$ cat src/rtl/coin_collector.sv
// Coin collector front-end: accumulates credit, issues one single-cycle purchase
// request to the vending stage, then returns change one greedy coin per cycle.
module coin_collector (
  input  logic       CLK,
  input  logic       RST,
  input  logic       coinValid,
  input  logic [1:0] coinType,
  input  logic       selValid,
  input  logic       selVm,
  input  logic [2:0] selProduct,
  input  logic       selSugar,
  input  logic       cancel,
  input  logic [5:0] moneyLeft,
  input  logic       productReady,
  output logic [5:0] money,
  output logic       vm,
  output logic [2:0] productID,
  output logic       sugar,
  output logic       busy,
  output logic       changeValid,
  output logic [1:0] changeCoin,
  output logic       coinReject,
  output logic       dispensed,
  output logic       purchaseFailed
);

  localparam int unsigned CreditW = 6;
  localparam logic [CreditW-1:0] MaxCredit = CreditW'(63);
  localparam logic [2:0] IdleProduct = 3'b111;

  typedef enum logic [1:0] {IDLE, ISSUE, WAIT, CHANGE} state_t;

  state_t state, stateNext;
  logic [CreditW-1:0] credit, creditNext, creditAfter;
  logic [CreditW-1:0] remaining, remainingNext;
  logic [CreditW:0]   sumWide;
  logic       vmNext, sugarNext;
  logic [2:0] productNext;
  logic       rejectNext, dispNext, failNext;
  logic [1:0] greedyCoin;

  function automatic logic [CreditW-1:0] coinValue(input logic [1:0] c);
    case (c)
      2'b00:   coinValue = CreditW'(1);
      2'b01:   coinValue = CreditW'(5);
      2'b10:   coinValue = CreditW'(10);
      default: coinValue = CreditW'(20);
    endcase
  endfunction

  // 7-bit sum so the overflow check cannot wrap
  assign sumWide = {1'b0, credit} + {1'b0, coinValue(coinType)};

  // Largest coin not exceeding the outstanding change
  always_comb begin
    greedyCoin = 2'b00;
    if (remaining >= CreditW'(20))      greedyCoin = 2'b11;
    else if (remaining >= CreditW'(10)) greedyCoin = 2'b10;
    else if (remaining >= CreditW'(5))  greedyCoin = 2'b01;
  end

  assign money       = credit;
  assign busy        = (state != IDLE);
  assign changeValid = (state == CHANGE) && (remaining != '0);
  assign changeCoin  = changeValid ? greedyCoin : 2'b00;

  always_ff @(posedge CLK) begin
    if (RST) begin
      state          <= IDLE;
      credit         <= '0;
      remaining      <= '0;
      vm             <= 1'b0;
      productID      <= IdleProduct;
      sugar          <= 1'b0;
      coinReject     <= 1'b0;
      dispensed      <= 1'b0;
      purchaseFailed <= 1'b0;
    end else begin
      state          <= stateNext;
      credit         <= creditNext;
      remaining      <= remainingNext;
      vm             <= vmNext;
      productID      <= productNext;
      sugar          <= sugarNext;
      coinReject     <= rejectNext;
      dispensed      <= dispNext;
      purchaseFailed <= failNext;
    end
  end

  always_comb begin
    stateNext     = state;
    creditNext    = credit;
    creditAfter   = credit;
    remainingNext = remaining;
    vmNext        = vm;
    productNext   = productID;
    sugarNext     = sugar;
    rejectNext    = 1'b0;
    dispNext      = 1'b0;
    failNext      = 1'b0;
    case (state)
      IDLE: begin
        if (coinValid) begin
          if (sumWide <= {1'b0, MaxCredit}) creditAfter = sumWide[CreditW-1:0];
          else                              rejectNext  = 1'b1;
        end
        creditNext = creditAfter;
        // cancel takes priority over a purchase and refunds any coin added this cycle
        if (cancel) begin
          if (creditAfter != '0) begin
            remainingNext = creditAfter;
            stateNext     = CHANGE;
          end
        end else if (selValid) begin
          vmNext      = selVm;
          productNext = selProduct;
          sugarNext   = selSugar;
          stateNext   = ISSUE;
        end
      end
      ISSUE: begin
        rejectNext  = coinValid;
        productNext = IdleProduct;
        stateNext   = WAIT;
      end
      WAIT: begin
        rejectNext    = coinValid;
        remainingNext = moneyLeft;
        dispNext      = productReady;
        failNext      = !productReady;
        stateNext     = CHANGE;
      end
      CHANGE: begin
        rejectNext = coinValid;
        if (remaining != '0) begin
          remainingNext = remaining - coinValue(greedyCoin);
        end else begin
          creditNext = '0;
          stateNext  = IDLE;
        end
      end
      default: stateNext = IDLE;
    endcase
  end

endmodule

$ cat config.mk
export PLATFORM = sky130hd
export DESIGN_NAME = coin_collector
export DESIGN_NICKNAME = d
export VERILOG_FILES = /design/src/rtl/coin_collector.sv
export SDC_FILE = /design/constraint.sdc
export NUM_CORES = 1
export LEC_CHECK = 0
export ABC_AREA = 1
export BUFFER_PORTS_ARGS = -buffer_cell sky130_fd_sc_hd__buf_2
export CAP_MARGIN = 20
export CELL_PAD_IN_SITES_DETAIL_PLACEMENT = 1
export CELL_PAD_IN_SITES_GLOBAL_PLACEMENT = 2
export CORE_MARGIN = 2
export CORE_UTILIZATION = 26
export CTS_CLUSTER_DIAMETER = 120
export DETAILED_ROUTE_END_ITERATION = 10
export PLACE_DENSITY = 0.85
export SLEW_MARGIN = 20
export SYNTH_ARGS = -nofsm -noshare
export SYNTH_HDL_FRONTEND = slang
export SYNTH_SLANG_ARGS = --single-unit
$ cat constraint.sdc
create_clock -name CLK -period 2.75 [get_ports CLK]
set_input_delay 0.825 -clock CLK [delete_from_list [all_inputs] [get_ports CLK]]
set_output_delay 0.825 -clock CLK [all_outputs]
set_load 0.01 [all_outputs]
==> reports/qor.yml <==
ys_seq_elements: 22
slowest_delay_ps: 300
setup_viol: 0
routedWlPerCell_um: 13.0
num_vias: 1926
dp_cells: 405
core_area_mm2: 0.00672
grt_pass1_wl_mm: 9.03
cts_sinks: 22
hp-class: "reg -> reg"
gr-usage-all-layers_pct: 15.1
cp-end-kind: "register"
detail_route.first_pass.iterations: 4
synth_cell_types: 28
worstPathArrival_ps: 2700
hold_viol_final: 0
viasPerCell: 4.71
fmax_mhz: 394
grt_pass1_vias: 1955
io_buffers: 36
fin_crit_sh_pct: 92.4
boundaryPins: 37
die_x_um: 86.7
hpwl_mm: 4.45
cts_tree: "built"
cellLeakagePower_uw: 0.00118
core.rowCount: 30
ant_nets: 0
numCtsBuffers: 3
outcome: "finished clean"
root_buffer: "clkbuf_8"
cts-htree-levels: 1
crit_top_cell: "nand2_1"
fin_tns_setup_ps: 0
die_h_um: 86.7
cap_viol_max_count: 0
seq_area_frac_synth_pct: 24.8
slowest_stage: "ha_1"
drc: 0
grt.overflow.total: 0
design.die.area_mm2: 0.00751
antennaDiodeCount: 0
holdWs_ps: 486
cts_max_path_buffers: 2
first_iter_violations: 82
ir_drop_mv: 0.313
drive_above_1_share_pct: 24.6
insertion_delay_ps: 260
synthToLayoutAreaGrowth_pct: 25.0
synth_warnings: 0
synthTopCellsByArea: "dfxtp_1 (25%), nand2_1 (17%), ha_1 (9.9%)"
netlist.area_leader.share_pct: 24.8
hold_buffers: 0
crit_type: "in -> reg"
final_util_pct: 33.1
cp_cell_sequence: "buf_2 -> inv_1 -> nor2_2 -> ha_1 -> nand2_1 -> nand2_2 -> a21oi_2 -> nand2_1 -> nand2_1 -> nand3_2 -> nor2_2 -> nand4_2 -> buf_12 -> a21oi_1 -> nor2_1"
synth_fp_nets: 312
syn_area_per_cell_um2: 6.41
path_max_fanout: 12
clk_pin_slew_ps: 70
netlist_instances: 277
grt_max_degree: 16
start_util_pct: 26.4
finalMaxSlewViolations: 0
worstPathRequired_ps: 2910
yosys.area.top_type: "dfxtp_1"
final_cells: 409
min_period_ps: 2540
relSlewSlack_pct: 69.2
place_congestion: 0.801
cp-start-kind: "primary input"
power_density_mw_per_mm2: 1010
clock_skew_ps: 4.22
syn_area_mm2: 0.00178
drt_wl_total_mm: 5.34
nets: 366
antenna_found_initial: 0
worstMarginPinSlew_ps: 460
## placed cells by master (no fill, tap or decap), drive strengths merged, types with 2 or more instances in the layout
master  instances
a21oi          26
buf            55
clkbuf          3
dfxtp          22
fa              2
ha             14
inv            41
nand2          84
nand3          23
nand4           7
nor2           32
nor3            2
o211ai          5
o21ai           7
xnor2           2
## per-stage QoR
| step | total power [uW] | area, um^2 | setup WS [ps] |
|---|---|---|---|
| finish | 2250 | 2220 | 209 |
| global placement | 2010 | 2160 | -116 |
| CTS | 2270 | 2210 | 26.0 |
| detailed placement | 2050 | 2160 | -252 |
| floorplan | 1550 | 1780 | 128 |
| global route | 2530 | 2220 | -9.58 |
## report_power, final
part	leakage, uW	internal (uW)	switching [uW]
Combinational	0.000982	630	934
Sequential	0.000181	413	76.8
Clock	0.0000216	97.8	101
## layout make-up
class                   instances  area (um^2)
clock buffers                   3         41.3
repair buffers                 55          335
well taps                      80          100
fillers                       867         4500
multi-input cells             207         1150
inverters                      42          158
flip-flops and latches         22          440
## worst max-delay path: cells and delay by family
| kind | cells | cell delay, ps |
|---|---|---|
| compound gates | 2 | 330 |
| simple gates | 9 | 930 |
| buf+inv | 3 | 310 |
| fa+ha+maj | 1 | 300 |
## registers in the layout, indices dropped and copies added (netlist names)
name and count:
productID 3, purchaseFailed 1, coinReject 1, money 6, dispensed 1, sugar 1, remaining 6, state 2
vm 1
## cells by family after synthesis
kind of cell    Yosys count  synth area share [%]
compound gates           40                  12.4
xor+xnor                  2                 0.986
fa+ha+maj                16                  12.1
buf+inv                  48                  11.1
flops                    22                  24.8
simple gates            149                  38.6
## worst paths after layout
path | start | slack, ps | end | cells after the start
hold / removal | productID[0] | 490 | productID[0] | 2
hold reg to reg | productID[0] | 490 | productID[0] | 2
setup reg to reg | remaining[4] | 360 | remaining[5] | 18
setup / recovery | coinType[1] | 210 | remaining[1] | 15
## synthesized netlist by cell type, drive strengths merged
| cell | number |
|---|---|
| xnor2 | 2 |
| o211ai | 5 |
| a31oi | 1 |
| a21oi | 26 |
| clkinv | 1 |
| nor3 | 2 |
| fa | 2 |
| o21ai | 7 |
| nand2 | 84 |
| and3 | 1 |
| buf | 5 |
| ha | 14 |
| nand3 | 23 |
| dfxtp | 22 |
| clkbuf | 1 |
| nor2 | 32 |
| nand4 | 7 |
| inv | 41 |
| a211oi | 1 |
## repair_timing
action                                  CTS  global route
hold endpoints to repair                  0             0
setup buffers                             0             1
endpoints found under the setup margin    0             8
gates resized for setup                   0             4
## metal layers
layer | up-vias | share of wire, % | GRT usage [%]
li1 | 991 | - | -
met2 | 28 | 45 | 25.0
met5 | - | 0 | 0
met4 | 0 | 1.1 | 3.98
met1 | 902 | 51 | 20.8
met3 | 5 | 2.6 | 1.81
Power figures use the tool's default switching activity.
